### src/rtl/axi_wr_arbiter.sv
// N-master to 1-slave AXI write-channel arbiter (AW + W), burst-granular.
// Define AXI_WR_ARB_FIXED_PRIO_EN for fixed lowest-index priority instead of round-robin.
module axi_wr_arbiter #(
    parameter int unsigned M_ID       = 2,
    parameter int unsigned M_WIDTH    = 2,
    parameter int unsigned DATA_WIDTH = 32
) (
    input  logic                              BUS_CLK,
    input  logic                              BUS_RSTN,

    input  logic [(1<<M_WIDTH)-1:0]           M_AWVALID,
    input  logic [(1<<M_WIDTH)*M_ID-1:0]      M_AWID,
    input  logic [(1<<M_WIDTH)*32-1:0]        M_AWADDR,
    input  logic [(1<<M_WIDTH)*8-1:0]         M_AWLEN,
    output logic [(1<<M_WIDTH)-1:0]           M_AWREADY,

    input  logic [(1<<M_WIDTH)-1:0]           M_WVALID,
    input  logic [(1<<M_WIDTH)*DATA_WIDTH-1:0] M_WDATA,
    input  logic [(1<<M_WIDTH)*(DATA_WIDTH/8)-1:0] M_WSTRB,
    input  logic [(1<<M_WIDTH)-1:0]           M_WLAST,
    output logic [(1<<M_WIDTH)-1:0]           M_WREADY,

    output logic                              S_AWVALID,
    output logic [M_ID+M_WIDTH-1:0]           S_AWID,
    output logic [31:0]                       S_AWADDR,
    output logic [7:0]                        S_AWLEN,
    input  logic                              S_AWREADY,

    output logic                              S_WVALID,
    output logic [DATA_WIDTH-1:0]             S_WDATA,
    output logic [DATA_WIDTH/8-1:0]           S_WSTRB,
    output logic                              S_WLAST,
    input  logic                              S_WREADY,

    output logic [M_WIDTH-1:0]                GRANT_IDX,
    output logic                              BUSY
);

    localparam int unsigned N  = 1 << M_WIDTH;
    localparam int unsigned SW = DATA_WIDTH / 8;

    localparam logic [1:0] IDLE = 2'd0;
    localparam logic [1:0] ADDR = 2'd1;
    localparam logic [1:0] DATA = 2'd2;

    logic [1:0]         state, state_nxt;
    logic [M_WIDTH-1:0] grant, grant_nxt;
    logic [M_WIDTH-1:0] winner;
    logic               found;

`ifndef AXI_WR_ARB_FIXED_PRIO_EN
    logic [M_WIDTH-1:0] last_grant, last_grant_nxt;
    logic [M_WIDTH-1:0] idx;
`endif

    // Arbitration: pick the winner among current AW requesters
    always_comb begin
        winner = '0;
        found  = 1'b0;
`ifdef AXI_WR_ARB_FIXED_PRIO_EN
        for (int i = int'(N) - 1; i >= 0; i--) begin
            if (M_AWVALID[i]) begin
                winner = M_WIDTH'(i);
                found  = 1'b1;
            end
        end
`else
        idx = '0;
        // scan starts one past the last grant; i = N wraps back onto last_grant
        for (int i = 1; i <= int'(N); i++) begin
            idx = last_grant + M_WIDTH'(i);
            if (!found && M_AWVALID[idx]) begin
                winner = idx;
                found  = 1'b1;
            end
        end
`endif
    end

    // State and grant registers
    always_ff @(posedge BUS_CLK or negedge BUS_RSTN) begin
        if (!BUS_RSTN) begin
            state <= IDLE;
            grant <= '0;
`ifndef AXI_WR_ARB_FIXED_PRIO_EN
            last_grant <= M_WIDTH'(N - 1);
`endif
        end else begin
            state <= state_nxt;
            grant <= grant_nxt;
`ifndef AXI_WR_ARB_FIXED_PRIO_EN
            last_grant <= last_grant_nxt;
`endif
        end
    end

    // Next-state and channel routing
    always_comb begin
        state_nxt = state;
        grant_nxt = grant;
`ifndef AXI_WR_ARB_FIXED_PRIO_EN
        last_grant_nxt = last_grant;
`endif
        M_AWREADY = '0;
        M_WREADY  = '0;
        S_AWVALID = 1'b0;
        S_WVALID  = 1'b0;

        case (state)
            IDLE: begin
                if (found) begin
                    grant_nxt = winner;
                    state_nxt = ADDR;
                end
            end
            ADDR: begin
                S_AWVALID        = M_AWVALID[grant];
                M_AWREADY[grant] = S_AWREADY;
                if (M_AWVALID[grant] && S_AWREADY) begin
                    state_nxt = DATA;
                end
            end
            DATA: begin
                S_WVALID        = M_WVALID[grant];
                M_WREADY[grant] = S_WREADY;
                if (M_WVALID[grant] && S_WREADY && M_WLAST[grant]) begin
`ifndef AXI_WR_ARB_FIXED_PRIO_EN
                    last_grant_nxt = grant;
`endif
                    state_nxt = IDLE;
                end
            end
            default: state_nxt = IDLE;
        endcase
    end

    // Payload buses always reflect the granted master; valids gate their use
    assign S_AWID    = {grant, M_AWID[grant*M_ID +: M_ID]};
    assign S_AWADDR  = M_AWADDR[grant*32 +: 32];
    assign S_AWLEN   = M_AWLEN[grant*8 +: 8];
    assign S_WDATA   = M_WDATA[grant*DATA_WIDTH +: DATA_WIDTH];
    assign S_WSTRB   = M_WSTRB[grant*SW +: SW];
    assign S_WLAST   = M_WLAST[grant];

    assign GRANT_IDX = grant;
    assign BUSY      = (state != IDLE);

endmodule

### config.mk
export PLATFORM = sky130hd
export DESIGN_NAME = axi_wr_arbiter
export DESIGN_NICKNAME = d
export VERILOG_FILES = /design/src/rtl/axi_wr_arbiter.sv
export SDC_FILE = /design/constraint.sdc
export NUM_CORES = 1
export LEC_CHECK = 0
export CAP_MARGIN = 20
export CORE_AREA = 2 2 164 166
export CTS_CLUSTER_DIAMETER = 40
export DETAILED_ROUTE_END_ITERATION = 8
export DIE_AREA = 0 0 166 168
export GPL_ROUTABILITY_DRIVEN = 0
export RECOVER_POWER = 50
export SYNTH_ARGS = -nofsm -noshare
export SYNTH_HDL_FRONTEND = slang
export SYNTH_SLANG_ARGS = --single-unit
export TNS_END_PERCENT = 10
### constraint.sdc
create_clock -name BUS_CLK -period 1.7 [get_ports BUS_CLK]
set_input_delay 0.255 -clock BUS_CLK [delete_from_list [all_inputs] [get_ports BUS_CLK]]
set_output_delay 0.255 -clock BUS_CLK [all_outputs]
set_load 0.02 [all_outputs]
* After elaboration in Yosys (flattened, before gate mapping) *
Index checks and enable logic that the tools add are counted.

operators by class
  $add $sub $neg = 3
  order comparisons = 6
  eq/ne operators = 5
  shifts and indexed selects = 5
  multiplexer cells = 32
  bitwise operators = 2
  reductions and logical operators = 15

operators by type and width
  cell                                                                          count
  128-bit by 8-bit variable part select with 32-bit output                      2
  32-bit by 6-bit variable part select with 8-bit output                        1
  16-bit by 5-bit variable part select with 4-bit output                        1
  2-bit by 3-bit less-than comparator with 1-bit output, second input constant  5
  1-bit binary-select mux with 2-bit select                                     7
  1-bit 2-to-1 mux                                                              14
  2-bit 2-to-1 mux                                                              7
  4-bit AND                                                                     2
  4-bit 2-to-1 mux                                                              2
  8-bit by 4-bit variable part select with 2-bit output                         1
  1-bit logical AND                                                             7
  2-bit inequality test, second input constant                                  3
  2-bit case mux with 3 select lines                                            1
  2-bit adder, second input constant                                            2
  2-bit AND reduction                                                           2
  1-bit zero test                                                               3
  3-bit AND reduction                                                           1
  2-bit by 1-bit adder with 2-bit output, second input constant                 1
  1-bit demux with 2-bit select                                                 1
  2-bit by 1-bit equality test with 1-bit output, second input constant         1
  2-bit equality test, second input constant                                    1
  2-bit by 1-bit >= comparator with 1-bit output, second input constant         1
  2-bit zero test                                                               1
  2-bit nonzero test                                                            1

word-level totals
  register bits = 6
  output and inout bits = 94

* Longest topological paths before layout *
  word-level depth = 15
  mapped depth = 5
  mapped depth without buffers = 3

* Worst setup path before layout *
OpenSTA, ideal clock, no wires.

  kind = reg-to-output
  start point = reg grant[0] (netlist: GRANT_IDX[0])
  end point = out S_AWADDR[10]
  arrival = 1,581 ps
  data required time = 1,445 ps
  setup slack = -136 ps
  stages on the path, launching flop included = 5
  buffers on the path = 3
  cell sequence = dfrtp_1 -> buf_6 -> buf_4 -> buf_6 -> mux4_2

between the ends
  cells in the longest elaborated chain, start to end = 1

ends and longest elaborated chain
  what                                                      RTL line  text
  from (decl)                                               47        logic [M_WIDTH-1:0] grant, grant_nxt;
  from (signal assigned)                                    90        grant <= grant_nxt;
  128-bit by 8-bit variable part select with 32-bit output  139       assign S_AWADDR = M_AWADDR[grant*32 +: 32];
  to (decl)                                                 25        output logic [31:0] S_AWADDR,

No other way between the ends.

* Worst setup path after layout *
  start point = reg grant[0] (netlist: GRANT_IDX[0])
  end point = out S_AWADDR[7]

The elaborated chain is that of the path after synthesis.

==> results.cfg <==
[status]
status = finished, violations left
violations = negative setup slack

[sta]
rsz0062_at_grt = yes
skew_ns = 0.000845
hold_viol = 0
period_needed_ns = 2.06
slew_viol_final = 0
max_slew.worst_pin.slew_ns = 0.330
whs_ns = 0.346
min_period_over_period_pct = 121
setup_viol = 90
setup_ws_ns = -0.363
max_clock_freq_mhz = 485
relSlewSlack_pct = 78.0

[detailed_routing]
firstDrtPassIters = 4
via_per_inst = 3.95
drcViolationCount = 0
finalWirelength_mm = 18.9
drtIter0Drc = 128
wl_per_cell_um = 19.9
ant_nets = 0
vias = 3761

[clock_tree]
cts_root_buf = clkbuf_16
cts_buffers = 3
clk_latency_ns = 0.23
clockBufferDepth = 2
cts_hold_buf = 0
cts_tree = done
cts_sinks = 6
path_clk_slew_ns = 0.04
htreeDepth = 1

[min_path]
min-delay-path-class = input port to asynchronous set/reset pin

[logic_synthesis]
syn_avg_cell_area_um2 = 15.7
ys_seq_area_share_pct = 6.37
ys_seq_elements = 6
synth-compound-area-share_pct = 3.24
synth-simple-area-share_pct = 6.42
synth_mux_area_share_pct = 77.5
yosysUniqueCellTypes = 29
yosysWarnings = 0
synth-xor-area-share_pct = 0
synth_top_family_by_area = multiplexers
synth_fa_ha_area_share_pct = 0
synth_area_um2 = 2400
syn_nets = 481
syn_inst = 153

[global_route]
grt_use_total_pct = 12.8
grt_pass1_wl_mm = 26.8
grt_max_degree = 23
grt_pass1_vias = 4126
antenna_found_initial = 1
grt_overflow = 0

[worst_setup_path]
cp_num_buf_inv = 4
r2r-end = last_grant[1]$_DFFE_PN1P_
r2r_slack_ns = -0.24
cp-end-kind = output port
path_cells = buf_12 -> buf_16 -> buf_4 -> mux4_2 -> buf_2
timing.rr.start = GRANT_IDX[0]$_DFFE_PN0P_
cpLargestDelayFamily = buffers and inverters
cp_max_fo = 6
required_ns = 1.44
cp_num_cells = 5
reg2reg_depth = 6
start_kind = flip-flop
critPathKind = flip-flop to output port
crit_path_max_incr_delay_ns = 0.51
critPathCapture = S_AWADDR[7]
crit_arrival_ns = 1.81
cp-startpoint = GRANT_IDX[0]$_DFFE_PN0P_
crit_slowest_cell = dfrtp_4

[power]
ir_drop_uv = 559
power.leakage_nw = 2.88
power.density_nw_per_um2 = 1240

[placement]
dp.cells = 936
port_buffers = 421
dpl.hpwl_mm = 16.2

[finish]
area_growth_pct = 214
diodes = 0
final_cells = 952
nNetsFinal = 940
fill_cells = 2764
drive_gt1_share_pct = 41.2

[run]
maxCapViolCount = 0

[die]
coreArea_um2 = 26400
initial_core_util_pct = 9.10
dieWidth_um = 166
die_h_um = 168
dieArea_um2 = 27900
num_rows = 60
io_pins = 422
-- cell usage in the layout, fill, tap and decap left out, types with 3 or more instances in the layout --
master / Yosys / final
dlygate4sd2_1: 0 / 3
buf_6: 5 / 36
nor2_1: 8 / 5
buf_4: 5 / 39
buf_12: 0 / 7
nand2_1: 5 / 3
mux4_2: 81 / 81
buf_8: 0 / 8
clkbuf_16: 0 / 4
buf_16: 0 / 4
buf_2: 8 / 48
clkdlybuf4s50_1: 0 / 326
-- cell type report --
| class | count | area, um^2 | area share, % |
|---|---|---|---|
| Tap cell | 341 | 427 | 5.67 |
| Sequential cell | 6 | 160 | 2.13 |
| Multi-Input combinational cell | 123 | 2160 | 28.7 |
| Inverter | 1 | 3.75 | 0.0499 |
| Timing Repair Buffer | 477 | 4690 | 62.4 |
| Clock buffer | 4 | 78.8 | 1.05 |
-- worst register-to-register path, stage by stage (launching register included) --
cell     delay [ns]
dfrtp_4        0.46
buf_12         0.16
buf_8          0.14
mux4_2         0.54
buf_6          0.15
nand4_4        0.10
mux2_4         0.31
-- registers in the layout, indices dropped and copies added, names as in the netlist --
register	flops
GRANT_IDX	2
last_grant	2
state	2
-- timing repair --
action                     CTS  global route
pin swaps                    0             2
setup endpoints to repair   97            92
gates resized for setup    429            38
cloned                       4             1
setup buffers                4             4
-- where the power goes --
part / total [W] / switching, W / internal, W
logic: 0.00861 / 0.00384 / 0.00476
clock network: 0.000401 / 0.0000891 / 0.000312
registers: 0.000315 / 0.0000835 / 0.000231
total: 0.00932 / 0.00402 / 0.00530
-- cell usage after synthesis (all sizes together) --
cell | number | area (um^2)
o21ai | 2 | 10.0
inv | 1 | 3.75
o21ba | 1 | 10.0
o41ai | 1 | 8.76
nand3 | 1 | 5.00
a21boi | 1 | 7.51
a41oi | 1 | 8.76
buf | 18 | 134
a21o | 2 | 15.0
nor3 | 2 | 10.0
a32o | 1 | 10.0
dfstp | 2 | 52.6
mux2 | 2 | 22.5
nor2 | 8 | 30.0
mux2i | 1 | 10.0
nand2b | 4 | 25.0
nor4 | 1 | 6.26
and2 | 2 | 12.5
nor2b | 2 | 12.5
nand4 | 1 | 12.5
or2 | 2 | 12.5
or3b | 1 | 8.76
clkbuf | 5 | 18.8
mux4 | 81 | 1820
dfrtp | 4 | 100
a211oi | 1 | 7.51
nand2 | 5 | 18.8
-- routing by layer --
metal | track usage [%] | routed length [um] | up-vias
met4 | 2.87 | 342 | 2
met2 | 22.4 | 9450 | 288
met1 | 15.5 | 7220 | 1822
met5 | 0 | 13 | -
li1 | - | - | 1629
met3 | 3.78 | 1920 | 20
-- through the flow --
| stage | worst slack, ns | power, W | cell area, um^2 | setup TNS, ns | util, % |
|---|---|---|---|---|---|
| 2_1_floorplan | -0.0269 | 0.00466 | 2430 | -0.668 | - |
| 3_3_place_gp | -0.511 | 0.00856 | 7280 | -39.30 | 27.6 |
| 3_5_place_dp | -0.510 | 0.00853 | 7280 | -39.53 | 27.6 |
| 4_1_cts | -0.364 | 0.00913 | 7360 | -24.16 | 27.9 |
| 5_1_grt | -0.378 | 0.00983 | 7520 | -25.36 | 28.5 |
| 6_report | -0.363 | 0.00932 | 7520 | -20.81 | 28.5 |
-- worst min path at each step --
| stage | end | depth (start not counted) |
|---|---|---|
| finish | state[1]$_DFFE_PN0P_ | 1 |
| global placement | GRANT_IDX[1]$_DFFE_PN0P_ | 1 |
| floorplan | GRANT_IDX[0]$_DFFE_PN0P_ | 0 |
| detailed placement | GRANT_IDX[1]$_DFFE_PN0P_ | 1 |
| CTS | GRANT_IDX[1]$_DFFE_PN0P_ | 1 |
| global route | GRANT_IDX[1]$_DFFE_PN0P_ | 1 |
-- cell families after synthesis --
group                  after synthesis
AO/OA/AOI/OAI                       10
AND/OR/NAND/NOR                     29
buffers and inverters               24
multiplexers                        84
flip-flops                           6
No activity file was read; power rests on OpenSTA's default activity.
